File: src/rtl/uart_echo_sched_if.sv
// FIFO-side handshake bundle for the echo scheduler: RX pop port and TX push port.
// master = scheduler side, slave = UART core FIFO side.
interface uart_echo_sched_if;
   logic       rx_empty;
   logic [7:0] rd_data;
   logic       rd_uart;
   logic       tx_full;
   logic       wr_uart;
   logic [7:0] wr_data;

   modport master (
      input  rx_empty, rd_data, tx_full,
      output rd_uart, wr_uart, wr_data
   );

   modport slave (
      output rx_empty, rd_data, tx_full,
      input  rd_uart, wr_uart, wr_data
   );
endinterface

File: src/rtl/uart_echo_sched.sv
// Autonomous echo scheduler: pops RX bytes, adds INC, pushes to TX, optionally appends LF after CR.
// Counts every TX push (including inserted LFs) in a wrapping counter.
module uart_echo_sched #(
   parameter logic [7:0]  INC       = 8'd1,
   parameter bit          LF_INSERT = 1'b1,
   parameter int unsigned CNT_W     = 16
) (
   input  logic                   clk,
   input  logic                   rst,
   input  logic                   en,
   uart_echo_sched_if.master      bus,
   output logic                   busy,
   output logic [CNT_W-1:0]       echo_cnt
);

   typedef enum logic [2:0] {
      IDLE,
      POP,
      WAIT_TX,
      PUSH,
      LF_WAIT,
      LF_PUSH
   } state_t;

   state_t     state;
   logic [7:0] byte_q;
   logic       cr_q;

   // Strobes and busy are registered alongside the state transition, so each
   // is an exact decode of the state it accompanies.
   always_ff @(posedge clk or posedge rst) begin
      if (rst) begin
         state       <= IDLE;
         byte_q      <= '0;
         cr_q        <= 1'b0;
         bus.rd_uart <= 1'b0;
         bus.wr_uart <= 1'b0;
         bus.wr_data <= '0;
         busy        <= 1'b0;
         echo_cnt    <= '0;
      end else begin
         bus.rd_uart <= 1'b0;
         bus.wr_uart <= 1'b0;
         case (state)
            IDLE: begin
               if (en && !bus.rx_empty) begin
                  byte_q      <= bus.rd_data;
                  cr_q        <= (bus.rd_data == 8'h0D);
                  bus.rd_uart <= 1'b1;
                  busy        <= 1'b1;
                  state       <= POP;
               end
            end
            POP: begin
               state <= WAIT_TX;
            end
            WAIT_TX: begin
               if (!bus.tx_full) begin
                  bus.wr_data <= byte_q + INC;
                  bus.wr_uart <= 1'b1;
                  state       <= PUSH;
               end
            end
            PUSH: begin
               echo_cnt <= echo_cnt + CNT_W'(1);
               if (LF_INSERT && cr_q) begin
                  state <= LF_WAIT;
               end else begin
                  busy  <= 1'b0;
                  state <= IDLE;
               end
            end
            LF_WAIT: begin
               if (!bus.tx_full) begin
                  bus.wr_data <= 8'h0A;
                  bus.wr_uart <= 1'b1;
                  state       <= LF_PUSH;
               end
            end
            LF_PUSH: begin
               echo_cnt <= echo_cnt + CNT_W'(1);
               busy     <= 1'b0;
               state    <= IDLE;
            end
            default: begin
               busy  <= 1'b0;
               state <= IDLE;
            end
         endcase
      end
   end

   a_no_push_when_full: assert property (@(posedge clk) disable iff (rst)
      bus.wr_uart |-> !bus.tx_full);

   a_pop_only_when_seen: assert property (@(posedge clk) disable iff (rst)
      bus.rd_uart |-> $past(state == IDLE && !bus.rx_empty));

endmodule

File: src/flat_wrapper.sv
// flat-port wrapper written by rule: the top's interface ports become plain ports
module uart_echo_sched_flat 
#(
   parameter logic [7:0]  INC       = 8'd1,
   parameter bit          LF_INSERT = 1'b1,
   parameter int unsigned CNT_W     = 16
)
  (clk, rst, en, busy, echo_cnt, bus_rx_empty, bus_rd_data, bus_tx_full, bus_rd_uart, bus_wr_uart, bus_wr_data);
  uart_echo_sched_if bus_i ();
  input  logic clk;
  input  logic rst;
  input  logic en;
  output logic busy;
  output logic [CNT_W-1:0] echo_cnt;
  input wire logic [$bits(bus_i.rx_empty)-1:0] bus_rx_empty;
  input wire logic [$bits(bus_i.rd_data)-1:0] bus_rd_data;
  input wire logic [$bits(bus_i.tx_full)-1:0] bus_tx_full;
  output wire logic [$bits(bus_i.rd_uart)-1:0] bus_rd_uart;
  output wire logic [$bits(bus_i.wr_uart)-1:0] bus_wr_uart;
  output wire logic [$bits(bus_i.wr_data)-1:0] bus_wr_data;
  assign bus_i.rx_empty = bus_rx_empty;
  assign bus_i.rd_data = bus_rd_data;
  assign bus_i.tx_full = bus_tx_full;
  assign bus_rd_uart = bus_i.rd_uart;
  assign bus_wr_uart = bus_i.wr_uart;
  assign bus_wr_data = bus_i.wr_data;
  uart_echo_sched #(.INC(INC), .LF_INSERT(LF_INSERT), .CNT_W(CNT_W)) u_core (.clk(clk), .rst(rst), .en(en), .bus(bus_i), .busy(busy), .echo_cnt(echo_cnt));
endmodule
File: config.mk
export PLATFORM = sky130hd
export DESIGN_NAME = uart_echo_sched_flat
export DESIGN_NICKNAME = d
export VERILOG_FILES = /design/src/rtl/uart_echo_sched_if.sv /design/src/rtl/uart_echo_sched.sv /design/src/flat_wrapper.sv
export SDC_FILE = /design/constraint.sdc
export NUM_CORES = 1
export LEC_CHECK = 0
export ABC_CLOCK_PERIOD_IN_PS = 3600
export CAP_MARGIN = 10
export CORE_MARGIN = 3
export CORE_UTILIZATION = 66
export CTS_CLUSTER_DIAMETER = 40
export DETAILED_ROUTE_END_ITERATION = 8
export DONT_BUFFER_PORTS = 1
export PLACE_DENSITY = 0.93
export RECOVER_POWER = 50
export SYNTH_ARGS = -nofsm -noshare
export SYNTH_HDL_FRONTEND = slang
export SYNTH_SLANG_ARGS = --single-unit
File: constraint.sdc
create_clock -name clk -period 3.6 [get_ports clk]
set_input_delay 0.72 -clock clk [delete_from_list [all_inputs] [get_ports clk]]
set_output_delay 0.72 -clock clk [all_outputs]
set_load 0.05 [all_outputs]
==> results of run 1 <==
## cells by family after synthesis
logic type      after synthesis  synth area share (%)
compound gates               17                  5.69
xor+xnor                     24                  11.8
simple gates                 53                  15.9
buf+inv                      11                  3.23
fa+ha+maj                     2                  1.40
flops                        39                  54.8
mux                           9                  7.16
## stage by stage
step                      cells  util, %  hold WS, ps
after floorplan             155        -          471
after global placement      181     71.0          512
after detailed placement    181     71.0          520
after CTS                   189     73.8          510
after global routing        189     73.5          503
final                       189     73.5          510
## worst paths after layout
check,from,end,slack (ps),cells after the start
setup / recovery,u_core.echo_cnt[0],u_core.echo_cnt[6],1720,5
hold / removal,rst,u_core.bus.wr_data[5],510,1
setup reg to reg,u_core.echo_cnt[0],u_core.echo_cnt[6],1720,5
hold reg to reg,u_core.cr_q,u_core.cr_q,540,2
max in group asynchronous,rst,u_core.echo_cnt[2],2100,2
min in group clk,bus_rd_data[0],u_core.byte_q[0],520,1
## area by class of cell
| cell class | instances | area, um^2 | area share (%) |
|---|---|---|---|
| Tap cell | 30 | 37.5 | 2.02 |
| Sequential cell | 39 | 976 | 52.6 |
| Timing Repair Buffer | 1 | 3.75 | 0.202 |
| Inverter | 6 | 22.5 | 1.21 |
| Clock buffer | 8 | 68.8 | 3.71 |
| Multi-Input combinational cell | 105 | 746 | 40.2 |
## flip-flops by register name, summed over array words and instances (netlist names)
signal,cells
u_core.bus.wr_data,8
u_core.bus.wr_uart,1
u_core.echo_cnt,16
u_core.state,3
u_core.bus.rd_uart,1
u_core.byte_q,8
u_core.busy,1
u_core.cr_q,1
## layer usage
| layer | vias to the layer above | wire length (um) |
|---|---|---|
| li1 | 536 | - |
| met1 | 557 | 1290 |
| met2 | 44 | 1560 |
| met3 | 10 | 251 |
| met4 | 0 | 87 |
| met5 | - | 0 |
## cell usage after synthesis (2+ instances only)
| cell | count |
|---|---|
| dfrtp_1 | 39 |
| nand2_1 | 18 |
| xnor2_1 | 16 |
| o21ai_0 | 10 |
| nand3_1 | 8 |
| xor2_1 | 8 |
| mux2_4 | 7 |
| nor2_1 | 7 |
| inv_1 | 6 |
| and4_1 | 4 |
| nand4_1 | 4 |
| and3_1 | 3 |
| a21oi_1 | 2 |
| and2_1 | 2 |
| buf_6 | 2 |
| clkbuf_1 | 2 |
| ha_1 | 2 |
| mux2_2 | 2 |
## power by group through the flow
stage                     Clock [uW]  Combinational [uW]  Sequential [uW]
after detailed placement           0                 351             1030
after floorplan                    0                 335              952
after CTS                        252                 355             1020
after global placement             0                 330             1010
after global routing             267                 395             1040
final                            250                 348             1020
==> summary.md, run 1 <==
| Metric | Value |
|---|---|
| Status | finished, final reports clean |
| Clock Latency Late Sink | approximately 350 ps |
| Slowest cell on the critical path | dfrtp_1 |
| Setup TNS | 0 ps |
| CTS Buf Count | 5 |
| Routing usage on met3 | 6.46% |
| Worst EP arrival | about 2200 ps |
| Chip width | 58.0 um |
| Final Power | between 1500 and 2000 uW |
| Post-Syn Nets | 170 |
| # DRC | 0 |
| Hold Fails Final Rpt | 0 |
| GR Util met1 | about a quarter |
| Cells after Synth | about 160 |
| CTS resizes | 0 |
| Register area share after synthesis | between 50 and 60% |
| Ys flop type | dfrtp_1 |
| Required @ worst endpoint | around 3900 ps |
| Port-buffer cells | 0 |
| Clock share of power | between 10% and 20% |
| First-pass GRT wire length | between 5 and 6 mm |
| Avg Synthesized Cell Area | about 11 um^2 |
| Ys Warns | 0 |
| Pwr per Cell Area | roughly 870 mW/mm^2 |
| Net Sw Frac | around 46% |
| Max Cap Viol | 0 |
| Worst-path cell chain | ha_1 -> nand3_1 -> nor2_1 -> and4_1 -> xor2_1 |
| Dpl ws | between 1500 and 2000 ps |
| Share of cells above drive strength 1 | 11.9% |
| Worst hold-check path type | input port to async pin |
| Bufs and invs on worst path | 0 |
| Final non-filler cell area | ~0.0019 mm^2 |
| Worst slew pin tran | about 1100 ps |
| Via count | around 1.1k |
| Max-slew violations | 0 |
| Routed len/inst | about 17 um |
| Relative slew slack | 29.2% |
| Netlist Area Pre-Place | around 0.0018 mm^2 |
| FP Rows | 18 |
| Clock Pin Slew Worst Setup and Hold Paths | between 100 and 150 ps |
| Die height | 58.0 um |
| Total track usage | a little over a fifth |
| Most frequent cells in the layout | dfrtp_1, nand2_1, xnor2_1 |
| Dominant cells by area after synthesis | dfrtp_1, xnor2_1, mux2_4, xor2_1, nand2_1 |
| Most common library cell in the layout ignoring fill and taps | dfrtp_1 |
| DP Area | approximately 0.0018 mm^2 |
| Root Buffer | clkbuf_4 |
| Vias in the first global route | between 1k and 1.5k |
| Pint | between 800 and 900 uW |
| Die area | ~0.0034 mm^2 |
| Total Wirelength | 3.18 mm |
| Biggest cell delay along the critical path | approximately 700 ps |
| Netlist cell types | 31 |
| Layout Nets | ~170 |
| Via-to-Cell Ratio | about 6.1 |
| Initial antenna violation count | 0 |
| Area Growth Syn to Fin | 4.07% |
| Final worst slack | between 1500 and 2000 ps |
| Grt met2 use | a little over a third |
| CP Max Fanout | 6 |
| Final Cycle Share | about 52% |
| P_sw | roughly 730 uW |
| Pin count of the biggest net entering global routing | 31 |
| CTS sink cnt | 39 |
| Setup bufs post-CTS | 0 |
| CTS tree | done |
| Count of final setup violators | 0 |
| RSZ-0062 raised after global routing | no |
| CTS Hold Bufs | 0 |
| Largest delay share family, worst path | simple AND/OR/NAND/NOR gates |
| Seq pwr share | 63.0% |
| Final min period | approximately 1900 ps |
| Fillers | roughly 170 |
| Initial DRC Count | 32 |
| Post-synthesis register bit count | 39 |
| DRT antenna net count | 0 |
| Clk_skew | slightly below 10 ps |
| Comb power frac | 21.5% |
| Core Region | between 0.002 and 0.003 mm^2 |
| Startpoint types | flip-flop |
| Antenna fix cells | 0 |
| HPWL after DPL | roughly 2.4 mm |
| Placer Congestion | 0.777 |
| Pleak | roughly 0.00087 uW |
| CTS H-Tree Depth | 2 |
| First drt pass iteration count | 4 |
| Grt ovf | 0 |
| Nature of the critical path endpoint | flip-flop |
| Leading area contributor after synthesis | dfrtp_1 |
| VDD IR-drop max | around 650 uV |
| Ys async rst share | 100% |
| Max frequency | roughly 0.53 GHz |
| Longest Clk Path Bufs | 2 |
| Post-synth EDFFs | 0 |
| Share of the synthesized area in the top cell type | 54.8% |
| Starting Density | between 70% and 80% |
| I/O pins | 40 |
| Setup Crit Path Kind | flip-flop to flip-flop |
| Gr busiest metal | met2 |
Power figures use the tool's default switching activity.
==> inputs of run 2 (changes only) <==
--- a/config.mk
+++ b/config.mk
@@ -5,14 +5,14 @@
 export SDC_FILE = /design/constraint.sdc
 export NUM_CORES = 1
 export LEC_CHECK = 0
-export ABC_CLOCK_PERIOD_IN_PS = 3600
+export ABC_CLOCK_PERIOD_IN_PS = 1500
 export CAP_MARGIN = 10
 export CORE_MARGIN = 3
-export CORE_UTILIZATION = 66
+export CORE_UTILIZATION = 55
 export CTS_CLUSTER_DIAMETER = 40
 export DETAILED_ROUTE_END_ITERATION = 8
 export DONT_BUFFER_PORTS = 1
-export PLACE_DENSITY = 0.93
+export PLACE_DENSITY = 0.84
 export RECOVER_POWER = 50
 export SYNTH_ARGS = -nofsm -noshare
 export SYNTH_HDL_FRONTEND = slang
==> constraint.sdc (replaced) <==
create_clock -name clk -period 1.5 [get_ports clk]
set_input_delay 0.3 -clock clk [delete_from_list [all_inputs] [get_ports clk]]
set_output_delay 0.3 -clock clk [all_outputs]
set_load 0.05 [all_outputs]
==> run 2 against run 1 <==
The run now ends with negative setup slack left. Flip-flop and latch count unchanged. Clock skew up 2.1 ps. Largest cell class unchanged. Setup slack worse by 1900 ps. Critical path depth down 2. Final cell count up 20%. First-iteration DRC count up 75%. Total power rose to 2.5 times the previous value. Core utilization down 6.0 points. Via count up 7.1%.
==> summary.md, run 2 (same netlist as run 1, synthesis figures left out) <==
| Metric | Value |
|---|---|
| Status | finished with violations |
| Failing checks | negative setup slack |
| DP Area | 0.00198 mm^2 |
| Die area | between 0.003 and 0.004 mm^2 |
| Pwr per Cell Area | 1960 mW/mm^2 |
| Top reg by flops | u_core.echo_cnt |
| HPWL after DPL | 2.77 mm |
| Final Cycle Share | 111% |
| Longest Clk Path Bufs | 2 |
| Reg2reg setup slack | -170 ps |
| CTS Buf Count | 5 |
| # DRC | 0 |
| R2R depth | 3 |
| Antenna fix cells | 0 |
| Area Growth Syn to Fin | 16.6% |
| Final min period | ~1700 ps |
| VDD IR-drop max | about 1100 uV |
| Vias in the first global route | roughly 1.3k |
| Top sig layer | met4 |
| Initial DRC Count | 56 |
| Placer Congestion | between 0.7 and 0.8 |
| Largest registers | u_core.echo_cnt: 16 flops, u_core.bus.wr_data: 8 flops, u_core.byte_q: 8 flops |
| Core Region | 0.00308 mm^2 |
| I/O pins | 40 |
| Via count | about 1.2k |
| First-pass GRT wire length | around 6.3 mm |
| Grt ovf | 0 |
| Hold wc startpoint | bus_rd_data[2] |
| Most common library cell in the layout ignoring fill and taps | dfrtp_1 |
| Worst EP arrival | about 1900 ps |
| Setup Crit Path Kind | flip-flop to flip-flop |
| Max frequency | roughly 0.6 GHz |
| Worst reg2reg startpoint | u_core.state[2] |
| Starting Density | ~58% |
| Clock Latency Late Sink | approximately 340 ps |
| Layout Nets | approximately 200 |
| Final Power | slightly above 4000 uW |
| Relative slew slack | 46.7% |
| Startpoint types | flip-flop |
| DRT antenna net count | 0 |
| Most frequent cells in the layout | dfrtp_1, buf_4, nand2_1 |
| Port-buffer cells | 0 |
| Nature of the critical path endpoint | flip-flop |
| Min-Delay Path Depth | 1 |
| Required @ worst endpoint | 1720 ps |
| Layout Cells excl Fill | 227 |
| CTS tree | done |
| Worst hold-check path type | input port to flip-flop |
| Largest register FFs | 16 |
| Hold_ws | about 100 ps |
| Worst slew pin tran | roughly 800 ps |
| Max Cap Viol | 0 |
| Met3 Wirelength | 212 um |
| Initial antenna violation count | 0 |
| RSZ-0062 raised after global routing | yes |
| Routed wl met2 | ~2.0 mm |
| Final non-filler cell area | 0.00208 mm^2 |
| Clock Pin Slew Worst Setup and Hold Paths | between 100 and 150 ps |
| Total Wirelength | approximately 3.6 mm |
| Hold Fails Final Rpt | 0 |
| CTS H-Tree Depth | 2 |
| Hold worst-path end | u_core.byte_q[2] |
| First drt pass iteration count | 4 |
| Routed len/inst | around 16 um |
| Chip width | ~63 um |
| Final worst slack | -170 ps |
| Share of cells above drive strength 1 | 29.5% |
| Total track usage | around 21% |
| Pin count of the biggest net entering global routing | 25 |
| Reg-to-reg endpoint | u_core.byte_q[1] |
| Die height | around 63 um |
| Clk_skew | around 12 ps |
| Max-slew violations | 0 |
| Dpl ws | -162 ps |
| FP Rows | 20 |
| Placed Cells | between 200 and 250 |
| Root Buffer | clkbuf_4 |
| Wl on met1 | around 1.3 mm |
| CTS sink cnt | 39 |
| Via-to-Cell Ratio | roughly 5.4 |
| Pleak | ~0.00098 uW |
| CP Max Fanout | 6 |
| Count of final setup violators | 8 |
==> run 2: final cells by class <==
cell class                 instances  area, um^2
sequential                        39         986
inverter                           6        22.5
clock inverter                     1        5.00
fill                             243        1000
timing repair buffer              24         176
tap                               44        55.1
clock buffer                       7        55.1
multi-input combinational        106         777
==> run 2: worst max-delay path by stage <==
stage / slack (ps) / end / from
finish: -170 / u_core.byte_q[1] / u_core.state[2]
CTS: -170 / u_core.byte_q[1] / u_core.state[2]
global route: -210 / u_core.byte_q[3] / u_core.state[2]
global placement: -130 / u_core.byte_q[7] / u_core.state[2]
floorplan: -270 / u_core.byte_q[0] / u_core.state[2]
detailed placement: -160 / u_core.byte_q[6] / u_core.state[2]
==> run 2: through the flow <==
| stage | TNS, ps | util (%) |
|---|---|---|
| 2_1_floorplan | -2120 | - |
| 3_3_place_gp | -997 | 64.4 |
| 3_5_place_dp | -1250 | 64.4 |
| 4_1_cts | -1160 | 67.6 |
| 5_1_grt | -1700 | 67.5 |
| 6_report | -1120 | 67.5 |
==> run 2: timing repair <==
action	CTS	global route
hold endpoints to repair	39	0
gates cloned	1	0
hold buffers	1	0
gates resized for setup	3	5
setup buffers	1	1
pin swaps	4	3
setup endpoints to repair	9	24
==> run 2: critical path, cell delays in order, from the launching register on <==
cell and delay (ps):
dfrtp_1 390, or3b_4 400, or3_4 450, mux2_4 320
==> run 2: where the power goes <==
part           switching (uW)  internal (uW)  total [uW]
combinational             757            626        1380
clock                     321            227         549
sequential                752           1390        2140
==> run 2: routing by layer <==
layer,global-route usage (%),up-vias
met5,0,-
met4,8.26,0
met3,5.40,6
met2,37.2,38
met1,23.2,601
li1,-,584
==> inputs of run 3 (changes only) <==
--- a/config.mk
+++ b/config.mk
@@ -14,6 +14,7 @@
 export DONT_BUFFER_PORTS = 1
 export PLACE_DENSITY = 0.84
 export RECOVER_POWER = 50
+export SKIP_CTS_REPAIR_TIMING = 1
 export SYNTH_ARGS = -nofsm -noshare
 export SYNTH_HDL_FRONTEND = slang
 export SYNTH_SLANG_ARGS = --single-unit
==> run 3 against run 2 <==
The run still ends with negative setup slack left. Fmax is 1.0% higher. Final cell count unchanged. Non-clock buffer count unchanged. Sequential share of layout area is 0.26 points lower. Die area is the same. Highest routed layer unchanged. Flip-flop and latch count stayed put. Clock power barely moved. Worst hold slack hardly changed. Critical path type unchanged.
==> summary.md, run 3 (same netlist as run 1, synthesis figures left out) <==
| Metric | Value |
|---|---|
| Pint | around 2300 uW |
| Worst reg2reg startpoint | u_core.state[2] |
| Grt met2 use | a little over a third |
| First-pass GRT wire length | ~6.1 mm |
| Worst slew pin tran | approximately 800 ps |
| Clock Pin Slew Worst Setup and Hold Paths | between 100 and 150 ps |
| I/O pins | 40 |
| Vias in the first global route | 1291 |
| Pin count of the biggest net entering global routing | 25 |
| Initial antenna violation count | 0 |
| First drt pass iteration count | 4 |
| Die area | between 0.003 and 0.004 mm^2 |
| Layout Nets | 197 |
| Antenna fix cells | 0 |
| Clock share of power | 13.4% |
| Via count | between 1k and 1.5k |
| Hold Fails Final Rpt | 0 |
| Net Sw Frac | between 40% and 50% |
| HPWL after DPL | roughly 2.8 mm |
| Crit path launch | u_core.state[2] |
| Placer Congestion | around 0.75 |
| Die height | around 63 um |
| Pwr per Cell Area | 1960 mW/mm^2 |
| Nature of the critical path endpoint | flip-flop |
| Required @ worst endpoint | around 1700 ps |
| Slowest cell on the critical path | or3b_4 |
| Startpoint types | flip-flop |
| Pleak | around 0.00098 uW |
| Count of final setup violators | 8 |
| Final worst slack | -153 ps |
| Via-to-Cell Ratio | about 5.4 |
| Most frequent cells in the layout | dfrtp_1, buf_4, nand2_1 |
| DRT antenna net count | 0 |
| Max Cap Viol | 0 |
| Worst EP arrival | approximately 1900 ps |
| Comb power frac | between 30% and 40% |
| Total Wirelength | 3.60 mm |
| Worst hold-check path type | input port to flip-flop |
| P_sw | between 1500 and 2000 uW |
| Largest delay share family, worst path | simple AND/OR/NAND/NOR gates |
| CTS tree | done |
| GR Util met1 | 22.6% |
| RSZ-0062 raised after global routing | yes |
| VDD IR-drop max | around 1100 uV |
| Routed len/inst | between 15 and 20 um |
| Setup Crit Path Kind | flip-flop to flip-flop |
| Final Cycle Share | 110% |
| Total track usage | 20.0% |
| Area Growth Syn to Fin | 17.2% |
| Hold wc startpoint | bus_rd_data[2] |
| Max frequency | slightly above 0.6 GHz |
| Bufs and invs on worst path | 0 |
| CTS sink cnt | 39 |
| Final core utilization | around two thirds |
| Initial DRC Count | 84 |
| Chip width | approximately 63 um |
| FP Rows | 20 |
| Root Buffer | clkbuf_4 |
| Core Region | 0.00308 mm^2 |
| CP Max Fanout | 6 |
| Failing checks | negative setup slack |
| Longest Clk Path Bufs | 2 |
| Clk_skew | between 10 and 15 ps |
| Hold_ws | around 100 ps |
| Largest register FFs | 16 |
| Largest registers | u_core.echo_cnt: 16 flops, u_core.bus.wr_data: 8 flops, u_core.byte_q: 8 flops |
| Seq pwr share | approximately 52% |
| Clock Latency Late Sink | 340 ps |
| Share of cells above drive strength 1 | between 30% and 40% |
| Biggest cell delay along the critical path | around 430 ps |
| Routing usage on met3 | under 10% |
| Starting Density | ~58% |
| Relative slew slack | a little under half |
| Max-slew violations | 0 |
| Status | finished with violations |
| CTS H-Tree Depth | 2 |
| Gr busiest metal | met2 |
| Top reg by flops | u_core.echo_cnt |
| CTS Buf Count | 5 |
| # DRC | 0 |
| Most common library cell in the layout ignoring fill and taps | dfrtp_1 |
| Port-buffer cells | 0 |
| Worst-path cell chain | or3b_4 -> or3_4 -> mux2_4 |
| Final min period | 1650 ps |
| Grt ovf | 0 |
-- run 3: power by group through the flow --
stage	Clock (uW)	Sequential, uW	Combinational [uW]
5_1_grt	613	2190	1550
4_1_cts	568	2120	1370
6_report	549	2150	1400
2_1_floorplan	0	2300	804
3_5_place_dp	0	2150	1360
3_3_place_gp	0	2120	1300
-- run 3: layout make-up --
type | count | area (um^2)
timing repair buffer | 24 | 180
multi-input combinational | 106 | 785
clock buffer | 7 | 55.1
fill | 244 | 990
tap | 44 | 55.1
inverter | 6 | 22.5
clock inverter | 1 | 5.00
sequential | 39 | 986
-- run 3: routing by layer --
metal / share of wire (%) / vias up
met5: 0 / -
met3: 5.7 / 6
li1: - / 587
met4: 1.5 / 0
met2: 55 / 31
met1: 38 / 598
-- run 3: per-stage QoR --
| step | setup TNS, ps | area (um^2) | setup WS, ps | cells | power, uW |
|---|---|---|---|---|---|
| final | -1100 | 2090 | -153 | 227 | 4090 |
| after global routing | -1400 | 2090 | -193 | 227 | 4350 |
| after CTS | -1370 | 2040 | -176 | 225 | 4060 |
| after detailed placement | -1250 | 1980 | -162 | 217 | 3510 |
| after global placement | -997 | 1980 | -128 | 217 | 3420 |
| after floorplan | -2120 | 1790 | -272 | 155 | 3100 |
-- run 3: path summary, 6_finish.rpt --
| path | slack, ps | cells after the start | to |
|---|---|---|---|
| worst max-delay path | -150 | 3 | u_core.byte_q[1] |
| worst min-delay path | 100 | 1 | u_core.byte_q[2] |
| worst max register to register | -150 | 3 | u_core.byte_q[1] |
| worst min register to register | 510 | 1 | u_core.echo_cnt[7] |
| max in group asynchronous | 310 | 3 | u_core.echo_cnt[1] |
| min in group asynchronous | 560 | 3 | u_core.echo_cnt[12] |
-- run 3: worst register-to-register path, stage by stage (launching register included) --
cell     delay [ps]
dfrtp_1         390
or3b_4          430
or3_4           410
mux2_4          320
